### src/rtl/phase_seq_pkg.sv
// -----------------------------------------------------------------------------
// phase_seq_pkg
//   Shared types and defaults for the phase sequencer controller.
//   - state_e    : controller state encoding (IDLE, RUN, PAUSE, DONE)
//   - NPHASE_DEF : default number of phases
//   - IDX_W_DEF  : binary index width for the default phase count
// -----------------------------------------------------------------------------
package phase_seq_pkg;

    typedef enum logic [1:0] {
        ST_IDLE  = 2'd0,
        ST_RUN   = 2'd1,
        ST_PAUSE = 2'd2,
        ST_DONE  = 2'd3
    } state_e;

    localparam int NPHASE_DEF = 6;
    localparam int IDX_W_DEF  = $clog2(NPHASE_DEF);

endpackage

### src/rtl/phase_seq_ctrl_dwell_timer.sv
// -----------------------------------------------------------------------------
// dwell_timer
//   Loadable down-counter that measures how long the current phase has left.
//   Loading value D leaves D-1 further cycles after the load edge, so a phase
//   is visible for exactly max(D,1) counting cycles. A zero load is treated
//   as one.
// Ports
//   clk        in  clock, rising edge
//   rst_n      in  asynchronous active-low reset (counter -> 0)
//   load_i     in  load a fresh dwell (takes precedence over counting)
//   load_val_i in  dwell length in cycles
//   hold_i     in  freeze the count
//   expire_o   out current cycle is the last cycle of the dwell
// -----------------------------------------------------------------------------
module dwell_timer #(
    parameter int DWELL_W = 16
) (
    input  logic               clk,
    input  logic               rst_n,
    input  logic               load_i,
    input  logic [DWELL_W-1:0] load_val_i,
    input  logic               hold_i,
    output logic               expire_o
);

    logic [DWELL_W-1:0] cnt_q, cnt_d;

    always_comb begin
        cnt_d = cnt_q;
        if (load_i) begin
            cnt_d = (load_val_i == '0) ? '0 : load_val_i - 1'b1;
        end else if (!hold_i && (cnt_q != '0)) begin
            cnt_d = cnt_q - 1'b1;
        end
    end

    always_ff @(posedge clk or negedge rst_n) begin
        if (!rst_n) begin
            cnt_q <= '0;
        end else begin
            cnt_q <= cnt_d;
        end
    end

    assign expire_o = (cnt_q == '0);

endmodule

### src/rtl/phase_seq_ctrl.sv
// -----------------------------------------------------------------------------
// phase_seq_ctrl
//   Run-time controller for an NPHASE one-hot phase sequencer: start / stop /
//   pause / single-step, programmable dwell per phase, loop counting and a
//   one-cycle completion pulse. All outputs are registered.
//
//   Optional feature: define SEQ_REVERSE_EN to add the 'dir' input. dir is
//   sampled at start; dir=1 walks NPHASE-1 down to 0 and the 0 -> NPHASE-1
//   wrap completes a loop. Without the macro the walk is forward only.
//
// Ports
//   clk        in   system clock, rising edge
//   rst_n      in   asynchronous active-low reset
//   start      in   begin a sequence (honoured only in IDLE)
//   stop       in   abort to IDLE, highest priority
//   pause      in   level: hold current phase while high
//   step       in   pulse: advance one phase while paused
//   dir        in   (SEQ_REVERSE_EN only) 1 = reverse walk, sampled at start
//   dwell      in   cycles per phase, sampled at start; 0 behaves as 1
//   loops      in   loops to run, sampled at start; 0 = run forever
//   phase_oh   out  one-hot active phase, zero when not running
//   phase_idx  out  binary index of active phase, zero when not running
//   busy       out  high whenever not IDLE
//   done       out  one-cycle pulse on normal completion
// -----------------------------------------------------------------------------
module phase_seq_ctrl
    import phase_seq_pkg::*;
#(
    parameter  int NPHASE  = NPHASE_DEF,
    parameter  int DWELL_W = 16,
    parameter  int LOOP_W  = 8,
    localparam int IDX_W   = $clog2(NPHASE)
) (
    input  logic               clk,
    input  logic               rst_n,
    input  logic               start,
    input  logic               stop,
    input  logic               pause,
    input  logic               step,
`ifdef SEQ_REVERSE_EN
    input  logic               dir,
`endif
    input  logic [DWELL_W-1:0] dwell,
    input  logic [LOOP_W-1:0]  loops,
    output logic [NPHASE-1:0]  phase_oh,
    output logic [IDX_W-1:0]   phase_idx,
    output logic               busy,
    output logic               done
);

    localparam logic [IDX_W-1:0] IDX_LAST = IDX_W'(NPHASE - 1);

    state_e             state_q, state_d;
    logic [NPHASE-1:0]  phase_oh_q, phase_oh_d;
    logic [IDX_W-1:0]   idx_q, idx_d, idx_nxt;
    logic               busy_q, busy_d;
    logic               done_q, done_d;
    logic [LOOP_W-1:0]  loop_cnt_q, loop_cnt_d, loop_inc;
    logic [DWELL_W-1:0] dwell_q;
    logic [LOOP_W-1:0]  loops_q;

    logic               rev_start, rev_q;
    logic               go_start, adv, wrap, last_loop;
    logic               tmr_expire, tmr_load, tmr_hold;
    logic [DWELL_W-1:0] tmr_val;

`ifdef SEQ_REVERSE_EN
    logic dir_q;

    always_ff @(posedge clk or negedge rst_n) begin
        if (!rst_n) begin
            dir_q <= 1'b0;
        end else if (go_start) begin
            dir_q <= dir;
        end
    end

    assign rev_start = dir;
    assign rev_q     = dir_q;
`else
    assign rev_start = 1'b0;
    assign rev_q     = 1'b0;
`endif

    // Phase walk arithmetic: the wrap edge is the one that completes a loop,
    // and a wrap that reaches the programmed loop count ends the sequence.
    assign wrap      = rev_q ? (idx_q == '0) : (idx_q == IDX_LAST);
    assign loop_inc  = loop_cnt_q + 1'b1;
    assign last_loop = wrap && (loops_q != '0) && (loop_inc == loops_q);

    always_comb begin
        if (rev_q) begin
            idx_nxt = wrap ? IDX_LAST : idx_q - 1'b1;
        end else begin
            idx_nxt = wrap ? '0 : idx_q + 1'b1;
        end
    end

    // The start edge loads straight from the dwell input because dwell_q is
    // only being captured on that same edge.
    assign tmr_load = go_start | adv;
    assign tmr_val  = go_start ? dwell : dwell_q;
    assign tmr_hold = (state_q != ST_RUN);

    dwell_timer #(
        .DWELL_W (DWELL_W)
    ) u_dwell_timer (
        .clk        (clk),
        .rst_n      (rst_n),
        .load_i     (tmr_load),
        .load_val_i (tmr_val),
        .hold_i     (tmr_hold),
        .expire_o   (tmr_expire)
    );

    // State register
    always_ff @(posedge clk or negedge rst_n) begin
        if (!rst_n) begin
            state_q <= ST_IDLE;
        end else begin
            state_q <= state_d;
        end
    end

    // Next-state logic. A RUN cycle always counts toward the dwell, even the
    // cycle in which pause is first seen; the freeze starts on the next cycle.
    always_comb begin
        state_d  = state_q;
        go_start = 1'b0;
        adv      = 1'b0;
        unique case (state_q)
            ST_IDLE: begin
                if (!stop && start) begin
                    state_d  = ST_RUN;
                    go_start = 1'b1;
                end
            end
            ST_RUN: begin
                if (stop) begin
                    state_d = ST_IDLE;
                end else begin
                    adv = tmr_expire;
                    if (tmr_expire && last_loop) begin
                        state_d = ST_DONE;
                    end else if (pause) begin
                        state_d = ST_PAUSE;
                    end
                end
            end
            ST_PAUSE: begin
                if (stop) begin
                    state_d = ST_IDLE;
                end else if (!pause) begin
                    state_d = ST_RUN;
                end else if (step) begin
                    adv = 1'b1;
                    if (last_loop) begin
                        state_d = ST_DONE;
                    end
                end
            end
            ST_DONE: begin
                state_d = ST_IDLE;
            end
            default: begin
                state_d = ST_IDLE;
            end
        endcase
    end

    // Output / datapath next values, all derived from the upcoming state so
    // the registered outputs line up with it.
    always_comb begin
        idx_d      = idx_q;
        loop_cnt_d = loop_cnt_q;
        if (go_start) begin
            idx_d      = rev_start ? IDX_LAST : '0;
            loop_cnt_d = '0;
        end else if (adv) begin
            idx_d = idx_nxt;
            if (wrap) begin
                loop_cnt_d = loop_inc;
            end
        end
        if ((state_d == ST_IDLE) || (state_d == ST_DONE)) begin
            idx_d = '0;
        end

        phase_oh_d = '0;
        if ((state_d == ST_RUN) || (state_d == ST_PAUSE)) begin
            phase_oh_d = {{(NPHASE-1){1'b0}}, 1'b1} << idx_d;
        end
        busy_d = (state_d != ST_IDLE);
        done_d = (state_d == ST_DONE);
    end

    always_ff @(posedge clk or negedge rst_n) begin
        if (!rst_n) begin
            idx_q      <= '0;
            phase_oh_q <= '0;
            busy_q     <= 1'b0;
            done_q     <= 1'b0;
            loop_cnt_q <= '0;
            dwell_q    <= '0;
            loops_q    <= '0;
        end else begin
            idx_q      <= idx_d;
            phase_oh_q <= phase_oh_d;
            busy_q     <= busy_d;
            done_q     <= done_d;
            loop_cnt_q <= loop_cnt_d;
            if (go_start) begin
                dwell_q <= dwell;
                loops_q <= loops;
            end
        end
    end

    assign phase_oh  = phase_oh_q;
    assign phase_idx = idx_q;
    assign busy      = busy_q;
    assign done      = done_q;

endmodule
### config.mk
export PLATFORM = sky130hd
export DESIGN_NAME = phase_seq_ctrl
export DESIGN_NICKNAME = d
export VERILOG_FILES = /design/src/rtl/phase_seq_pkg.sv /design/src/rtl/phase_seq_ctrl_dwell_timer.sv /design/src/rtl/phase_seq_ctrl.sv
export SDC_FILE = /design/constraint.sdc
export NUM_CORES = 1
export LEC_CHECK = 0
export CAP_MARGIN = 30
export CORE_MARGIN = 1
export CORE_UTILIZATION = 60
export DETAILED_ROUTE_END_ITERATION = 10
export GPL_ROUTABILITY_DRIVEN = 0
export HOLD_SLACK_MARGIN = 0.12
export PLACE_DENSITY_LB_ADDON = 0.12
export SETUP_SLACK_MARGIN = 0.15
export SYNTH_ARGS = -nofsm -noshare
export SYNTH_HDL_FRONTEND = slang
export SYNTH_SLANG_ARGS = --single-unit
### constraint.sdc
create_clock -name clk -period 10.35 [get_ports clk]
set_clock_uncertainty 0.05 [all_clocks]
set_input_delay 2.07 -clock clk [delete_from_list [all_inputs] [get_ports clk]]
set_output_delay 2.07 -clock clk [all_outputs]
set_load 0.1 [all_outputs]
* Word-level counts from Yosys, hierarchy flattened *
Index checks and enable logic that the tools add are counted.

word-level totals
  word-level logic and storage cells = 72
  output and inout bits = 11
  register bits after elaboration = 61
  bits of input ports = 30

operators by class
  reductions and logical operators = 20
  shift operators = 1
  equal/unequal tests = 9
  $add $sub $neg = 4
  bitwise gates (word level) = 1
  multiplexer cells = 28

operator list
  kind                   count
  $mux 16                4
  $logic_not 16->1       2
  $sub 16x1->16 const B  2
  $mux 8                 3
  $mux 2                 8
  $reduce_bool 16->1     1
  $mux 3                 4
  $add 8x1->8 const B    1
  $eq 2x2->1 const B     4
  $eq 8x8->1             1
  $pmux 2 s4             1
  $reduce_bool 2->1      4
  $reduce_bool 8->1      1
  $mux 1                 6
  $mux 6                 1
  $shl 1x3->6 const A    1
  $logic_and 1x1->1      5
  $eq 2x1->1 const B     2
  $logic_not 2->1        2
  $add 3x1->3 const B    1
  $eq 3x3->1 const B     1
  $logic_not 1->1        2
  $logic_or 1x1->1       2
  $ne 2x1->1 const B     1
  3 further kinds        3

* Longest topological paths before layout *
Gate-level depths: netlist (run 1).

  depth in word-level cells = 13
  mapped depth = 18
  depth with buffers taken out = 13

* Cells and area by module *
Synthesis (run 1) repeated with hierarchy kept, for this count alone.

unflattened totals
  cell total of the unflattened synthesis = 398
  area total of the unflattened synthesis = 3,598.5 sq um

by module, submodules not included
  module          cells each  times used  area each (sq um)  seq. area each (sq um)
  phase_seq_ctrl  245         1           2,243.4            1,126.1
  dwell_timer     153         1           1,355.0            400.4

* Worst setup path before layout (run 1) *
Ideal clock, no wire load.

  path type = input to register
  start point = input stop
  end point = register u_dwell_timer.cnt_q[15]
  data arrival time = 5.364 ns
  buffers on the path = 5
  stages = 14
  slack = 4.817 ns
  data required time = 10.181 ns
  setup time = 0.119 ns
  cells stage by stage = and3b_1 > clkbuf_1 > clkbuf_1 > clkbuf_1 > buf_1 > mux2i_1 > ha_1 > or3b_1 > nor4_1 > o211ai_1 > o21ai_1 > buf_2 > o22ai_1 > o21a_1

on the way
  word-level cells in the longest chain between the ends = 8
  elaborated cells on any way between the ends = 14
  classes of those cells = add/sub: 1; mux: 8; bitwise: 1; reduce/logical: 4

RTL lines
  what                                               RTL line                          text
  start, declared                                    phase_seq_ctrl.sv:37              input logic stop,
  $logic_not 1->1                                    phase_seq_ctrl.sv:133             if (!stop && start) begin
  $logic_and 1x1->1                                  phase_seq_ctrl.sv:133
  $mux 1                                             phase_seq_ctrl.sv:133
  $mux 1                                             phase_seq_ctrl.sv:131             unique case (state_q)
  $mux 16                                            -
  $sub 16x1->16 or $logic_not 16->1 (tied branches)  phase_seq_ctrl_dwell_timer.sv:31  cnt_d = (load_val_i == '0) ? '0 : load_val_i - 1'b1;
  $mux 16                                            phase_seq_ctrl_dwell_timer.sv:31
  $mux 16                                            phase_seq_ctrl_dwell_timer.sv:30  if (load_i) begin
  end signal, assigned                               phase_seq_ctrl_dwell_timer.sv:41  cnt_q <= cnt_d;
  end, declared                                      phase_seq_ctrl_dwell_timer.sv:26  logic [DWELL_W-1:0] cnt_q, cnt_d;

Several ways; a longest one is shown, not always the timed one.
A chain may end at the register's enable or synchronous reset.

* Final worst setup path (run 1) *
Same ends and word-level chain as after synthesis.

==> results.toml, run 1 <==
[worst_setup_path]
cp_max_fo = 41
path_cells = "clkdlybuf4s50_1 -> and3b_1 -> buf_4 -> mux2i_1 -> ha_1 -> or3b_1 -> nor4_1 -> o211ai_1 -> o21ai_1 -> o22ai_1 -> o21a_1"
max_stage_delay_ns = 0.81
critPathRequiredTime_ns = 10.53
path_buf_inv = 2
cpMaxStageDelayCell = "o21ai_1"
arrival_ns = 6.01
startpoint_type = "input pin"
crit_family = "compound AO/OA/AOI/OAI gates"
worstSetupPathType = "in2reg"
end_kind = "flip-flop"
worst-path-stages = 11
reg2reg_depth = 12

[finish]
antennaDiodeCount = 0
post-route-util_pct = 73.13
nets = 510
layout-drive-gt1-share_pct = 6.513
syn_to_final_growth_pct = 15.82
design_area_um2 = 4407

[logic_synthesis]
async_reset_ff_share_pct = 100.0
synth-edff-count = 0
syn_area_um2 = 3805
yosys_most_used_dff = "dfrtp_1"
ys_types = 60
yosys_warnings = 0
synthCells = 442
synth_seq_cells = 61
synthesis.nets = 480
yosysSeqAreaShare_pct = 40.12
syn_area_per_cell_um2 = 8.608

[min_path]
min_path_type = "reg2reg"
holdPathStages = 2

[placement]
numPortBuffers = 40
hpwl_mm = 5.914
place_area_um2 = 4222

[cts]
cts_sinks = 61
cts_max_level = 3
cts_resized = 0
clockBufferDepth = 2
root_buffer = "clkbuf_8"
postCtsSetupBuffers = 0
cts-buffers-inserted = 9
hold_buffers = 0
clk_pin_slew_ns = 0.06
cts_tree = "built"
clk_latency_ns = 0.35

[floorplanning]
die_x_um = 81.64
rows = 28
initial_core_util_pct = 63.14
die_y_um = 81.64
ios = 41
dieArea_um2 = 6664
core-area_um2 = 6026

[grt]
grt_start_max_net_pins = 62
grt_pass1_wl_mm = 14.19
track_usage_pct = 28.45
grt_pass1_vias = 3056
overflow = 0
antenna_found_initial = 0

[run_status]
status = "finished, final reports clean"

[timing]
finalCriticalPeriod_ns = 5.835
finalMaxSlewViolations = 0
rsz0062_at_grt = "false"
setup-violations-final = 0
period_share_pct = 56.38
maxSlewHeadroom_pct = 35.61
tns_ns = 0
finalHoldViolCount = 0
max_freq_ghz = 0.1714
tightestPinTransition_ns = 0.9628

[pwr]
power_leakage_nw = 1.867
ir_drop_v = 0.0001711
power.density_nw_per_um2 = 239.3

[route]
routed_wl_mm = 8.598
first_iter_violations = 263
drc_errors = 0
vias = 3319
detail_route.wl_per_cell_um = 15.60
firstDrtPassIters = 5
antenna_left = 0
vias_per_cell = 6.024

[flow_run]
drv_cap = 0
-- path summary, 6_finish.rpt --
check / startpoint / endpoint / slack, ns
max: stop / u_dwell_timer.cnt_q[15]$_DFFE_PN0P_ / 4.52
min: dwell_q[5]$_DFF_PN0_ / dwell_q[5]$_DFF_PN0_ / 0.47
max reg2reg: state_q[1]$_DFF_PN0_ / u_dwell_timer.cnt_q[15]$_DFFE_PN0P_ / 5.97
min reg2reg: dwell_q[5]$_DFF_PN0_ / dwell_q[5]$_DFF_PN0_ / 0.47
max in group asynchronous: rst_n / loop_cnt_q[6]$_DFFE_PN0P_ / 7.90
min in group asynchronous: rst_n / dwell_q[13]$_DFF_PN0_ / 1.83
-- worst min-delay path, delay by kind of cell (launching register included) --
family        cells  cell delay (ns)
flops             1             0.34
simple gates      2             0.14
-- flip-flops by register name, summed over array words and instances, names as in the netlist --
name	cells
dwell_q	16
u_dwell_timer.cnt_q	16
loop_cnt_q	8
loops_q	8
phase_oh	6
phase_idx	3
state_q	2
busy	1
done	1
-- through the flow --
| step | std cells | hold WS (ns) | worst slack [ns] | total power (W) |
|---|---|---|---|---|
| detailed placement | 536 | 0.4496 | 4.249 | 0.0008513 |
| floorplan | 442 | 0.4108 | 4.817 | 0.0007384 |
| CTS | 551 | 0.4665 | 4.564 | 0.001054 |
| global placement | 536 | 0.4354 | 4.370 | 0.0008352 |
| global route | 551 | 0.4959 | 4.202 | 0.001129 |
| finish | 551 | 0.4670 | 4.515 | 0.001055 |
-- layout by cell type, fill, tap and decap left out, types with 3 or more instances in the layout --
cell type         n
nand2_1          73
dfrtp_1          61
clkdlybuf4s50_1  39
nor2_1           27
xnor2_1          24
nor3_1           21
inv_1            20
a21oi_1          19
nor4_1           14
clkbuf_8         12
o22ai_1          10
mux2i_1          10
or3_1            10
xor2_1            9
nand3_1           8
o21a_1            8
ha_1              8
o21ai_0           7
a211oi_1          6
or4_1             6
a31oi_1           5
nand3b_1          5
nand2b_1          5
and3_1            4
o21ai_1           4
a21o_1            4
nor2b_1           3
o211ai_1          3
o31ai_1           3
buf_4             3
-- routing by layer --
metal | track usage, % | wire (um) | part of all wire, %
met5 | 0 | 0 | 0
met4 | 13.16 | 189 | 2.2
met3 | 5.556 | 491 | 5.7
met2 | 43.92 | 3955 | 46
met1 | 38.57 | 3962 | 46
-- report_power, final --
group          switching, W  internal, W
Clock             0.0000914     0.000105
Combinational      0.000278     0.000186
Sequential        0.0000762     0.000319
Total              0.000446     0.000609
-- synth_stat cells (7+ instances only) --
master | number | area (um2)
nand3_1 | 8 | 40.04
clkbuf_1 | 18 | 67.56
nand2_1 | 73 | 274.0
mux2i_1 | 10 | 100.1
nor2_1 | 27 | 101.4
inv_1 | 20 | 75.07
ha_1 | 8 | 100.1
or3_1 | 10 | 62.56
o22ai_1 | 10 | 62.56
dfrtp_1 | 61 | 1526
a21oi_1 | 19 | 95.09
o21a_1 | 8 | 60.06
xor2_1 | 9 | 78.83
nor3_1 | 21 | 105.1
xnor2_1 | 24 | 210.2
o21ai_0 | 7 | 35.03
nor4_1 | 14 | 87.58
-- cell families after synthesis --
group	after synthesis	synth area share [%]
AND/OR/NAND/NOR	196	26.60
flip-flops	61	40.12
buffers and inverters	46	4.670
multiplexers	12	3.223
AO/OA/AOI/OAI	86	15.16
adder cells (fa/ha/maj)	8	2.631
XOR/XNOR	33	7.596
-- cell type report --
type	count	area (um2)
Tap cell	75	93.84
Inverter	22	82.58
Sequential cell	61	1526
Clock inverter	3	20.02
Clock buffer	12	165.2
Fill cell	472	1619
Multi-Input combinational cell	335	2101
Timing Repair Buffer	43	417.9
No activity file was read; power rests on OpenSTA's default activity.
==> run 2, diff against run 1 <==
--- a/config.mk
+++ b/config.mk
@@ -7,7 +7,7 @@
 export LEC_CHECK = 0
 export CAP_MARGIN = 30
 export CORE_MARGIN = 1
-export CORE_UTILIZATION = 60
+export CORE_UTILIZATION = 52
 export DETAILED_ROUTE_END_ITERATION = 10
 export GPL_ROUTABILITY_DRIVEN = 0
 export HOLD_SLACK_MARGIN = 0.12
==> constraint.sdc (replaced) <==
create_clock -name clk -period 4.9 [get_ports clk]
set_clock_uncertainty 0.05 [all_clocks]
set_input_delay 0.98 -clock clk [delete_from_list [all_inputs] [get_ports clk]]
set_output_delay 0.98 -clock clk [all_outputs]
set_load 0.1 [all_outputs]
==> run 2 against run 1 <==
Compared with the run above: worst setup slack worse by 3.4 ns; non-clock buffer count grew 2; first-iteration DRC count decreased by 5.3%; core utilization is 9.2 points lower; critical path type unchanged; largest cell class unchanged.
==> results.toml, run 2 (synthesis results as in run 1) <==
[timing]
max_freq_ghz = 0.2609
hold_slack_ns = 0.4685
setup-violations-final = 0
finalHoldViolCount = 0
tightestPinTransition_ns = 0.9696
rsz0062_at_grt = "false"
finalMaxSlewViolations = 0
period_share_pct = 78.22
maxSlewHeadroom_pct = 35.16
tns_ns = 0
finalCriticalPeriod_ns = 3.833

[cts]
cts_resized = 0
clk_latency_ns = 0.34
root_buffer = "clkbuf_8"
cts-buffers-inserted = 9
cts_sinks = 61
cts_tree = "built"
cts_max_level = 3
postCtsSetupBuffers = 0
clockBufferDepth = 2
hold_buffers = 0
clk_pin_slew_ns = 0.07

[worst_setup_path]
r2r-start = "state_q[1]$_DFF_PN0_"
reg2reg_depth = 12
path_cells = "clkdlybuf4s50_1 -> and3b_1 -> mux2i_1 -> ha_1 -> or3b_1 -> nor4_1 -> o211ai_1 -> o21ai_1 -> buf_4 -> o32ai_1 -> o21a_1"
cpMaxStageDelayCell = "clkdlybuf4s50_1"
max_stage_delay_ns = 0.53
crit_family = "simple AND/OR/NAND/NOR gates"
path_buf_inv = 2
r2r_setup_slack_ns = 1.49
worstSetupPathType = "in2reg"
cp_max_fo = 13
critPathRequiredTime_ns = 5.08
startpoint_type = "input pin"
r2r_end = "u_dwell_timer.cnt_q[13]$_DFFE_PN0P_"
end_kind = "flip-flop"
arrival_ns = 4.02

[floorplanning]
dieArea_um2 = 7663
core-area_um2 = 6944
initial_core_util_pct = 54.79
rows = 30
die_y_um = 87.54
ios = 41
die_x_um = 87.54

[placement]
numPortBuffers = 40
hpwl_mm = 6.184

[finish]
reg_top3 = "dwell_q: 16 flops, u_dwell_timer.cnt_q: 16 flops"
regArea_um2 = 1526
mostFrequentLayoutCells = "nand2_1, dfrtp_1, clkdlybuf4s50_1, nor2_1, xnor2_1"
layout-drive-gt1-share_pct = 6.904
n_fill_cell = 604
syn_to_final_growth_pct = 16.64
antennaDiodeCount = 0
multi_input_area_um2 = 2101
nets = 512
final_common_cell = "nand2_1"

[route]
routed_wl_mm = 8.629
vias = 3242
antenna_left = 0
drc_errors = 0
detail_route.wl_per_cell_um = 15.03
first_iter_violations = 249
firstDrtPassIters = 5
vias_per_cell = 5.648

[pwr]
ir_drop_v = 0.0002366
p_total_w = 0.002219
power_leakage_nw = 1.881
power.density_nw_per_um2 = 500.1

[flow_run]
drv_cap = 0

[grt]
met3_usage_pct = 4.524
grt_use_met1_pct = 38.64
busiest_layer = "met1"
track_usage_pct = 24.79
grt_start_max_net_pins = 34
grt_pass1_vias = 2967
antenna_found_initial = 0
overflow = 0
grt_pass1_wl_mm = 14.59
met2_usage_pct = 35.80

[min_path]
holdPathStages = 2
hold_path_end = "dwell_q[5]$_DFF_PN0_"
min_path_type = "reg2reg"
hp-start = "dwell_q[5]$_DFF_PN0_"

[run_status]
status = "finished, final reports clean"
-- run 2: worst max-delay path by stage --
stage,endpoint,startpoint,slack (ns),depth (start not counted)
2_1_floorplan,u_dwell_timer.cnt_q[15]$_DFFE_PN0P_,stop,0.46,14
3_3_place_gp,u_dwell_timer.cnt_q[14]$_DFFE_PN0P_,stop,0.82,9
3_5_place_dp,u_dwell_timer.cnt_q[14]$_DFFE_PN0P_,stop,0.74,9
4_1_cts,u_dwell_timer.cnt_q[14]$_DFFE_PN0P_,stop,1.08,9
5_1_grt,u_dwell_timer.cnt_q[8]$_DFFE_PN0P_,stop,0.85,11
6_report,u_dwell_timer.cnt_q[13]$_DFFE_PN0P_,stop,1.07,11
-- run 2: layout make-up --
cell class              instances  area share (%)
clock inverters                 4          0.5357
repair buffers                 45           9.755
inverters                      22           1.861
flip-flops and latches         61           34.40
multi-input cells             335           47.34
clock buffers                  11           3.411
well taps                      96           2.707
-- run 2: where the power goes --
group | internal (W) | switching, W
logic | 0.000395 | 0.000590
registers | 0.000673 | 0.000159
clock network | 0.000207 | 0.000197
total | 0.00127 | 0.000946
-- run 2: worst min-delay path: cells and delay by family (launching register included) --
family        cells  cell delay, ns
flops             1            0.33
simple gates      2            0.14
-- run 2: through the flow --
stage                     util [%]  area, um2  setup slack [ns]  instances
final                        63.91       4438             1.067        574
after global routing         63.91       4438            0.8526        574
after CTS                    63.91       4438             1.076        574
after detailed placement     61.39       4263            0.7405        559
after global placement       61.39       4263            0.8240        559
after floorplan                  -       3805            0.4569        442
-- run 2: routing by layer --
layer	up-vias	share of wire, %
met5	-	0
met4	0	0.83
met3	5	6.2
met2	112	42
met1	1494	51
li1	1631	-
==> run 3, diff against run 2 <==
--- a/config.mk
+++ b/config.mk
@@ -7,7 +7,7 @@
 export LEC_CHECK = 0
 export CAP_MARGIN = 30
 export CORE_MARGIN = 1
-export CORE_UTILIZATION = 52
+export CORE_UTILIZATION = 57
 export DETAILED_ROUTE_END_ITERATION = 10
 export GPL_ROUTABILITY_DRIVEN = 0
 export HOLD_SLACK_MARGIN = 0.12
==> constraint.sdc (replaced) <==
create_clock -name clk -period 3.8 [get_ports clk]
set_clock_uncertainty 0.05 [all_clocks]
set_input_delay 0.76 -clock clk [delete_from_list [all_inputs] [get_ports clk]]
set_output_delay 0.76 -clock clk [all_outputs]
set_load 0.1 [all_outputs]
==> run 3 against run 2 <==
Compared with the run above: core utilization rose by 6.2 points; design area rose by 0.85%; sequential power rose by 30%; via count rose by 1.5%; worst hold slack got worse by 0.28 ns; global-route usage rose by 1.2 points; non-clock buffer count rose by 3; largest power group unchanged; highest routed layer unchanged.
==> results.toml, run 3 (synthesis results as in run 1) <==
[grt]
grt_pass1_wl_mm = 14.81
grt_start_max_net_pins = 42
overflow = 0
grt_pass1_vias = 3271
track_usage_pct = 25.97
antenna_found_initial = 0

[worst_setup_path]
critPathRequiredTime_ns = 4.00
r2r-start = "state_q[1]$_DFF_PN0_"
end_kind = "flip-flop"
cp-endpoint = "u_dwell_timer.cnt_q[14]$_DFFE_PN0P_"
startpoint_type = "input pin"
crit_path_start = "start"
r2r_end = "u_dwell_timer.cnt_q[14]$_DFFE_PN0P_"
r2r_setup_slack_ns = 0.46
worstSetupPathType = "in2reg"
cp_max_fo = 5
reg2reg_depth = 10
arrival_ns = 3.63

[timing]
setup-violations-final = 0
finalCriticalPeriod_ns = 3.428
finalMaxSlewViolations = 0
period_share_pct = 90.20
tightestPinTransition_ns = 0.9695
maxSlewHeadroom_pct = 35.16
tns_ns = 0
rsz0062_at_grt = "false"
max_freq_ghz = 0.2917
finalHoldViolCount = 0

[pwr]
ir_drop_v = 0.0004336
power.density_nw_per_um2 = 650.0
power_leakage_nw = 1.901

[placement]
hpwl_mm = 6.028
place_inst = 542
numPortBuffers = 40

[finish]
final_common_cell = "nand2_1"
reg_top3 = "dwell_q: 16 flops, u_dwell_timer.cnt_q: 16 flops"
antennaDiodeCount = 0
mostFrequentLayoutCells = "nand2_1, dfrtp_1, clkdlybuf4s50_1, nor2_1, xnor2_1"
nets = 515
layout-drive-gt1-share_pct = 7.676
post-route-util_pct = 70.08
n_fill_cell = 524
syn_to_final_growth_pct = 17.63
final_cells = 559

[cts]
cts_sinks = 61
root_buffer = "clkbuf_8"
postCtsSetupBuffers = 0
clk_latency_ns = 0.33
cts_max_level = 3
cts_resized = 0
cts_tree = "built"
clockBufferDepth = 2
cts-buffers-inserted = 9
hold_buffers = 0
clk_pin_slew_ns = 0.07

[run_status]
status = "finished, final reports clean"

[floorplanning]
die_x_um = 83.70
core-area_um2 = 6386
rows = 29
ios = 41
initial_core_util_pct = 59.58
dieArea_um2 = 7006
die_y_um = 83.70

[route]
first_iter_violations = 165
drc_errors = 0
top_layer = "met4"
dr_wl_met2_mm = 4.186
routed_wl_mm = 8.437
firstDrtPassIters = 4
detail_route.wl_per_cell_um = 15.09
vias = 3292
vias_per_cell = 5.889
m1WireLength_mm = 3.747
dr_wl_met3_um = 345
antenna_left = 0

[flow_run]
drv_cap = 0

[min_path]
min_path_type = "in2async"
==> run 3: routing by layer <==
| metal | GRT usage, % | up-vias |
|---|---|---|
| met1 | 33.29 | 1557 |
| li1 | - | 1629 |
| met4 | 9.861 | 0 |
| met5 | 0 | - |
| met2 | 44.72 | 91 |
| met3 | 3.462 | 15 |
==> run 3: cell type report <==
| class | instances | area, um2 | share of cell area [%] |
|---|---|---|---|
| Inverter | 22 | 82.58 | 1.845 |
| Clock inverter | 4 | 47.55 | 1.062 |
| Timing Repair Buffer | 48 | 467.9 | 10.46 |
| Clock buffer | 12 | 145.1 | 3.243 |
| Multi-Input combinational cell | 335 | 2110 | 47.13 |
| Sequential cell | 61 | 1526 | 34.11 |
| Tap cell | 77 | 96.34 | 2.153 |
==> run 3: how the worst min path moves through the flow <==
stage,endpoint,slack [ns]
after floorplan,busy$_DFF_PN0_,0.41
after global placement,loops_q[2]$_DFFE_PN0P_,0.45
after detailed placement,loops_q[7]$_DFFE_PN0P_,0.46
after CTS,loops_q[7]$_DFFE_PN0P_,0.47
after global routing,done$_DFF_PN0_,0.18
final,done$_DFF_PN0_,0.18
==> run 3: where the power goes <==
part | total (W) | switching, W | internal (W)
Sequential | 0.00108 | 0.000208 | 0.000867
Combinational | 0.00126 | 0.000748 | 0.000515
Clock | 0.000570 | 0.000251 | 0.000319
Total | 0.00291 | 0.00121 | 0.00170
==> run 3: critical path, stage by stage <==
cell	delay [ns]
clkdlybuf4s50_1	0.50
and3b_1	0.28
mux2i_1	0.28
ha_2	0.25
or3b_1	0.42
nor4_2	0.21
o211ai_1	0.21
or4_1	0.51
a31oi_1	0.19
==> run 3: per-stage QoR <==
| stage | total power (W) | cell area, um2 | hold WS, ns | setup slack (ns) |
|---|---|---|---|---|
| 6_report | 0.002909 | 4476 | 0.1849 | 0.3723 |
| 5_1_grt | 0.003117 | 4476 | 0.1784 | 0.2291 |
| 4_1_cts | 0.002917 | 4456 | 0.4743 | 0.3626 |
| 3_5_place_dp | 0.002335 | 4263 | 0.4586 | 0.02642 |
| 3_3_place_gp | 0.002293 | 4263 | 0.4491 | 0.1490 |
| 2_1_floorplan | 0.002021 | 3830 | 0.4108 | 0.2024 |
